## src/rtl/mem_arbiter.sv

```systemverilog
// mem_arbiter: arbitrates the icache and dcache memory channels onto one
// shared RAM port. Dcache has priority, but icache is guaranteed a grant after
// D_STREAK_MAX back-to-back dcache completions while it is waiting. RAM
// strobes, address and store data are registered at the grant edge and held
// stable for the whole transaction; ERROR cycles are counted and retried.
module mem_arbiter #(
   parameter int ADDR_W       = 32,
   parameter int DATA_W       = 32,
   parameter int D_STREAK_MAX = 4,
   parameter int ERR_CNT_W    = 8
) (
   input  logic                 CLK,
   input  logic                 RST,
   input  logic                 iREN,
   input  logic [ADDR_W-1:0]    iaddr,
   output logic                 iwait,
   output logic [DATA_W-1:0]    iload,
   input  logic                 dREN,
   input  logic                 dWEN,
   input  logic [ADDR_W-1:0]    daddr,
   input  logic [DATA_W-1:0]    dstore,
   output logic                 dwait,
   output logic [DATA_W-1:0]    dload,
   output logic                 ramREN,
   output logic                 ramWEN,
   output logic [ADDR_W-1:0]    ramaddr,
   output logic [DATA_W-1:0]    ramstore,
   input  logic [DATA_W-1:0]    ramload,
   input  logic [1:0]           ramstate,
   output logic [ERR_CNT_W-1:0] err_cnt
);

   localparam int SW = $clog2(D_STREAK_MAX + 1);

   localparam logic [1:0] IDLE   = 2'd0;
   localparam logic [1:0] SERV_I = 2'd1;
   localparam logic [1:0] SERV_D = 2'd2;

   localparam logic [1:0] RS_ACCESS = 2'd2;
   localparam logic [1:0] RS_ERROR  = 2'd3;

   logic [1:0]    state;
   logic [SW-1:0] dstreak;
   logic          dreq;
   logic          idone;
   logic          ddone;
   logic          dgrant;

   // Completion detection, grant decision and pass-through read data.
   // A completion is suppressed while RST is high so a reset never emits a
   // wait-low pulse for the transaction it abandons.
   always_comb begin
      dreq   = dREN | dWEN;
      idone  = (state == SERV_I) && iREN && (ramstate == RS_ACCESS) && !RST;
      ddone  = (state == SERV_D) && dreq && (ramstate == RS_ACCESS) && !RST;
      dgrant = dreq && !(iREN && (dstreak == SW'(D_STREAK_MAX)));
      iwait  = !idone;
      dwait  = !ddone;
      iload  = ramload;
      dload  = ramload;
   end

   // Grant FSM and registered RAM strobes/address/store data.
   always_ff @(posedge CLK) begin
      if (RST) begin
         state    <= IDLE;
         ramREN   <= 1'b0;
         ramWEN   <= 1'b0;
         ramaddr  <= '0;
         ramstore <= '0;
      end else begin
         case (state)
            IDLE: begin
               if (dgrant) begin
                  state    <= SERV_D;
                  ramREN   <= !dWEN;
                  ramWEN   <= dWEN;
                  ramaddr  <= daddr;
                  ramstore <= dstore;
               end else if (iREN) begin
                  state   <= SERV_I;
                  ramREN  <= 1'b1;
                  ramWEN  <= 1'b0;
                  ramaddr <= iaddr;
               end
            end
            SERV_I: begin
               if (!iREN || ramstate == RS_ACCESS) begin
                  state  <= IDLE;
                  ramREN <= 1'b0;
                  ramWEN <= 1'b0;
               end
            end
            SERV_D: begin
               if (!dreq || ramstate == RS_ACCESS) begin
                  state  <= IDLE;
                  ramREN <= 1'b0;
                  ramWEN <= 1'b0;
               end
            end
            default: begin
               state  <= IDLE;
               ramREN <= 1'b0;
               ramWEN <= 1'b0;
            end
         endcase
      end
   end

   // Dcache streak counter bounding how long a waiting icache can starve.
   always_ff @(posedge CLK) begin
      if (RST) begin
         dstreak <= '0;
      end else if (idone) begin
         dstreak <= '0;
      end else if (state == IDLE && !iREN) begin
         dstreak <= '0;
      end else if (ddone && iREN && dstreak != SW'(D_STREAK_MAX)) begin
         dstreak <= dstreak + 1'b1;
      end
   end

   // Saturating count of RAM ERROR cycles observed while serving.
   always_ff @(posedge CLK) begin
      if (RST) begin
         err_cnt <= '0;
      end else if (state != IDLE && ramstate == RS_ERROR && err_cnt != '1) begin
         err_cnt <= err_cnt + 1'b1;
      end
   end

endmodule

```

## config.mk

```make
export PLATFORM = sky130hd
export DESIGN_NAME = mem_arbiter
export DESIGN_NICKNAME = d
export VERILOG_FILES = /design/src/rtl/mem_arbiter.sv
export SDC_FILE = /design/constraint.sdc
export NUM_CORES = 1
export LEC_CHECK = 0
export BUFFER_PORTS_ARGS = -buffer_cell sky130_fd_sc_hd__buf_4
export CAP_MARGIN = 20
export CORE_AREA = 2 2 105 107
export DETAILED_ROUTE_END_ITERATION = 10
export DIE_AREA = 0 0 107 109
export GPL_TIMING_DRIVEN = 0
export MAX_ROUTING_LAYER = met4
export PLACE_DENSITY_LB_ADDON = 0.2
export RECOVER_POWER = 50
export SKIP_CTS_REPAIR_TIMING = 1
export SLEW_MARGIN = 20
export SYNTH_ARGS = -nofsm -noshare
export SYNTH_HDL_FRONTEND = slang
export SYNTH_SLANG_ARGS = --single-unit
```

## constraint.sdc

```tcl
create_clock -name CLK -period 2.7 [get_ports CLK]
set_clock_uncertainty 0.1 [all_clocks]
set_input_delay 0 -clock CLK [delete_from_list [all_inputs] [get_ports CLK]]
set_output_delay 0 -clock CLK [all_outputs]
set_load 0.02 [all_outputs]
```

==> impl_metrics.toml, run 1 <==
[outcome]
status = "complete, but fails checks"
violations = "hold timing"

[global_route]
grt_max_degree = 13
antenna_found_initial = 0
grt_pass1_vias = 3655
grt_overflow = 0
grt_pass1_wl_um = 16900
grt_util_all_layers_pct = 18.8

[setup_path]
required_ps = 2840
crit_type = "reg -> reg"
start_kind = "flop"
crit_arrival_ps = 2570
endpoint_kind = "flop"
crit_path_max_fanout = 10

[floorplan]
coreArea_mm2 = 0.0106
fp-row-count = 38
start_util_pct = 37.0
io_pins = 275
die_w_um = 107
die_h_um = 109
die_area_mm2 = 0.0117

[synthesis]
ys_types = 47
yosysSeqAreaShare_pct = 40.3
synth_compound_area_share_pct = 15.8
synth_edf_count = 0
synth_area_mm2 = 0.00392
synth_top_family_by_area = "buffers and inverters"
yosysTopAreaCellShare_pct = 40.3
synth.area.mux_share_pct = 8.96
synth.area.top_cells = "dfxtp_1, buf_4, mux2i_1"
yosysTopAreaCell = "dfxtp_1"
netlist_instances = 445
synth_fa_ha_area_share_pct = 0.957
avgSynthCellArea_um2 = 8.81
ys.flop_type = "dfxtp_1"
synth_simple_gate_area_share_pct = 15.8
syn_nets = 583
ys_warn_count = 0
synthXorXnorAreaFrac_pct = 0.893
synth-async-reset-ratio_pct = 0
ys_ff_latch = 79

[layout]
drive_gt1_share_pct = 30.7
fillers = 974
multi_input_area_mm2 = 0.00166
area_growth_pct = 69.5
nets = 931
antenna_cells = 0
register_area_mm2 = 0.00158
finalInstanceArea_mm2 = 0.00665

[pwr]
powerDensity_mw_per_mm2 = 487
vdd.ir_drop.worst_v = 0.000305
power.static_leakage_nw = 2.91

[cts]
htree_levels = 3
clockRootBuffer = "clkbuf_8"
cts_tree = "done"
clkSinkCount = 79
cts_buffers = 9
cts_buffer_depth = 2
clk_pin_slew_worst_paths_ps = 80
clock_latency_ps = 340

[sta]
tightest_slew_ps = 663
slew_headroom_pct = 55.8
hold_viol = 2
max_freq_mhz = 413
final_max_slew_viol_count = 0
rsz0062_at_grt = "no"
finalCriticalPeriod_ps = 2420
min_period_over_period_pct = 89.8
setup_viol = 0
fin_setup_tns_ps = 0
setup_ws_ps = 276
whs_ps = -42.9

[detailed_routing]
dr.first_iter.drc_count = 147
first_pass_iters = 4
drc = 0
routedWlPerCell_um = 13.5
vias_per_cell = 4.58
vias = 4300
drt-total-wl_um = 12600
drt.antenna.violating_nets = 0

[placed_design]
place_area_mm2 = 0.00591
routabilityCongestion = 0.775
dp_hpwl_um = 8910
place_ws_ps = 800
portBuffers = 241

[run]
cap_violations = 0

[min_path]
min_path_type = "in -> reg"
[cells in the final DEF (no fill, tap or decap), types with 6 or more instances in the layout]
cell	synthesis	routed
nor2_1	48	48
clkbuf_8	0	10
buf_4	65	197
buf_2	8	8
nand2_1	68	68
clkbuf_1	8	119
dlygate4sd3_1	0	96
a211oi_1	24	24
o21ai_0	6	6
a211oi_2	10	10
mux2i_1	34	34
a21oi_1	36	36
dfxtp_1	79	79
[synthesized netlist by cell type, drive strengths merged (2+ instances only)]
master and count:
buf 82, dfxtp 79, nand2 69, nor2 49
a21oi 36, a211oi 34, mux2i 34, clkbuf 8
o21ai 7, nand3 5, inv 4, ha 3
nor2b 3, or3 3, xor2 3, nor3 2
nor3b 2, o211ai 2
[logic make-up (layout without fill, tap and decap cells)]
family	after synthesis	count (layout)
simple gates	142	142
mux	35	35
fa+ha+maj	3	3
flops	79	79
buf+inv	94	447
compound gates	88	88
xor+xnor	4	4
[sequential cells by signal (all words and copies together), names as in the netlist]
name,count
ramREN,1
ramaddr,32
state,2
ramstore,32
err_cnt,8
ramWEN,1
dstreak,3
[power breakdown]
group	switching, mW	leakage, nW	total (mW)	internal, mW
Clock	0.414	0.100	0.864	0.449
Combinational	0.548	2.16	1.04	0.496
Sequential	0.0608	0.652	1.33	1.27
[per-layer routing]
layer | GRT usage, % | vias to the layer above | part of all wire [%] | wire length [µm]
met5 | - | - | 0 | 0
met4 | 4.92 | 0 | 1.9 | 239
met2 | 33.9 | 184 | 51 | 6410
li1 | - | 2145 | - | -
met1 | 19.7 | 1950 | 39 | 4970
met3 | 6.28 | 21 | 8.1 | 1030
[cell type report]
class | count | share of cell area [%]
Tap cell | 140 | 2.63
Timing Repair Buffer | 337 | 35.5
Clock buffer | 12 | 2.18
Sequential cell | 79 | 23.8
Inverter | 4 | 0.226
Buffer | 90 | 9.97
Multi-Input combinational cell | 272 | 25.0
Clock inverter | 4 | 0.677
[stage by stage]
step	instances	util [%]	power, mW
final	938	62.7	3.24
after CTS	842	57.5	3.23
after global placement	826	55.7	2.35
after global routing	938	62.7	3.41
after floorplan	445	-	1.93
after detailed placement	826	55.7	2.37
[worst paths after layout]
check	startpoint	end	slack, ps	cells after the start
worst min register to register	ramstore[26]	ramstore[26]	360	2
worst max register to register	dstreak[0]	ramaddr[11]	280	8
worst min-delay path	daddr[3]	ramaddr[3]	-40	3
worst max-delay path	dstreak[0]	ramaddr[11]	280	8
[worst max-delay path: stages (launching register included)]
cell           delay (ps)
dfxtp_1               340
inv_1                  70
ha_1                  210
nand3_1               200
o21ai_2               210
buf_8                 210
mux2i_1               130
dlygate4sd3_1         590
a211oi_1              270
Note: power is estimated with default switching activity, not from simulation.
==> inputs of run 2 (changes only) <==
--- a/config.mk
+++ b/config.mk
@@ -11,7 +11,6 @@
 export DETAILED_ROUTE_END_ITERATION = 10
 export DIE_AREA = 0 0 107 109
 export GPL_TIMING_DRIVEN = 0
-export MAX_ROUTING_LAYER = met4
 export PLACE_DENSITY_LB_ADDON = 0.2
 export RECOVER_POWER = 50
 export SKIP_CTS_REPAIR_TIMING = 1
==> impl_metrics.toml, run 2 (synthesis gave the netlist of run 1 again) <==
[setup_path]
endpoint = "ramaddr[5]"
ff2ff_setup_slack_ps = 240
required_ps = 2840
worstSetupStartpoint = "dstreak[0]"
worstReg2RegEnd = "ramaddr[5]"
crit_type = "reg -> reg"
endpoint_kind = "flop"
reg2regPathDepth = 8
r2r-start = "dstreak[0]"
start_kind = "flop"
crit_arrival_ps = 2590
crit_path_max_fanout = 10

[global_route]
grt_max_degree = 13
grt_pass1_vias = 3648
grt_pass1_wl_um = 16900
grt_overflow = 0
antenna_found_initial = 0
grt_util_all_layers_pct = 18.3

[outcome]
violations = "hold timing"
status = "complete, but fails checks"

[cts]
clock_latency_ps = 340
cts_tree = "done"
htree_levels = 3
clockRootBuffer = "clkbuf_8"
cts_buffer_depth = 2
clk_pin_slew_worst_paths_ps = 70
cts_buffers = 9
clkSinkCount = 79

[sta]
slew_headroom_pct = 56.0
whs_ps = -54.4
tightest_slew_ps = 660
rsz0062_at_grt = "no"
min_period_over_period_pct = 91.0
fin_setup_tns_ps = 0
finalCriticalPeriod_ps = 2460
final_max_slew_viol_count = 0
setup_ws_ps = 243
max_freq_mhz = 407
setup_viol = 0
hold_viol = 2

[layout]
area_growth_pct = 69.5
finish.utilization_pct = 62.7
final_cells = 938
drive_gt1_share_pct = 30.7
reg_top3 = "ramaddr x32, ramstore x32, err_cnt x8"
antenna_cells = 0
mostFrequentLayoutCells = "buf_4, clkbuf_1, dlygate4sd3_1"
finalInstanceArea_mm2 = 0.00665
nets = 931
fillers = 974
layout_commonest_cell = "buf_4"

[floorplan]
die_area_mm2 = 0.0117
die_h_um = 109
fp-row-count = 38
coreArea_mm2 = 0.0106
io_pins = 275
start_util_pct = 37.0
die_w_um = 107

[min_path]
min_path_type = "in -> reg"

[detailed_routing]
drt.antenna.violating_nets = 0
drt-total-wl_um = 12600
drt-met1-wl_um = 4880
vias = 4294
dr.first_iter.drc_count = 175
wl_met2_um = 6370
routedWlPerCell_um = 13.5
wl_met3_um = 1130
vias_per_cell = 4.58
first_pass_iters = 4
topRoutingLayerUsed = "met4"
drc = 0

[placed_design]
portBuffers = 241
place_ws_ps = 800
routabilityCongestion = 0.765
dp_cells = 826
dp_hpwl_um = 8910
place_area_mm2 = 0.00591

[pwr]
vdd.ir_drop.worst_v = 0.000306
power.static_leakage_nw = 2.91
powerDensity_mw_per_mm2 = 487
power_mw = 3.24

[run]
cap_violations = 0
run 2: power by group:
| part | leakage (nW) | total [mW] | internal (mW) | switching (mW) |
|---|---|---|---|---|
| logic | 2.16 | 1.04 | 0.496 | 0.548 |
| registers | 0.652 | 1.33 | 1.27 | 0.0609 |
| clock network | 0.100 | 0.864 | 0.449 | 0.415 |
| total | 2.91 | 3.24 | 2.22 | 1.02 |
run 2: area by class of cell:
type | count | area [µm²] | area share (%)
buffer | 90 | 663 | 9.97
clock buffer | 12 | 145 | 2.18
clock inverter | 4 | 45.0 | 0.677
inverter | 4 | 15.0 | 0.226
multi-input combinational | 272 | 1660 | 25.0
sequential | 79 | 1580 | 23.8
tap | 140 | 175 | 2.63
timing repair buffer | 337 | 2360 | 35.5
run 2: worst min-delay path by stage:
stage,to,depth (start not counted),slack [ps],from
after floorplan,dload[0],1,10,ramload[0]
final,ramaddr[3],3,-50,daddr[3]
after global placement,dload[22],2,100,ramload[22]
after detailed placement,iload[26],2,100,ramload[26]
after global routing,ramaddr[24],3,2,daddr[24]
after CTS,ramstore[29],3,-210,dstore[29]
run 2: worst max-delay path, stage by stage (launching register included):
cell           delay [ps]
dfxtp_1               340
inv_1                  70
ha_1                  210
nand3_1               210
o21ai_2               220
buf_8                 210
mux2i_1               130
dlygate4sd3_1         570
a211oi_1              300
run 2: per-layer routing:
metal  GRT usage (%)  vias up
li1                -     2143
met1            19.5     1940
met2            33.8      188
met3            7.23       23
met4            4.64        0
met5               0        -
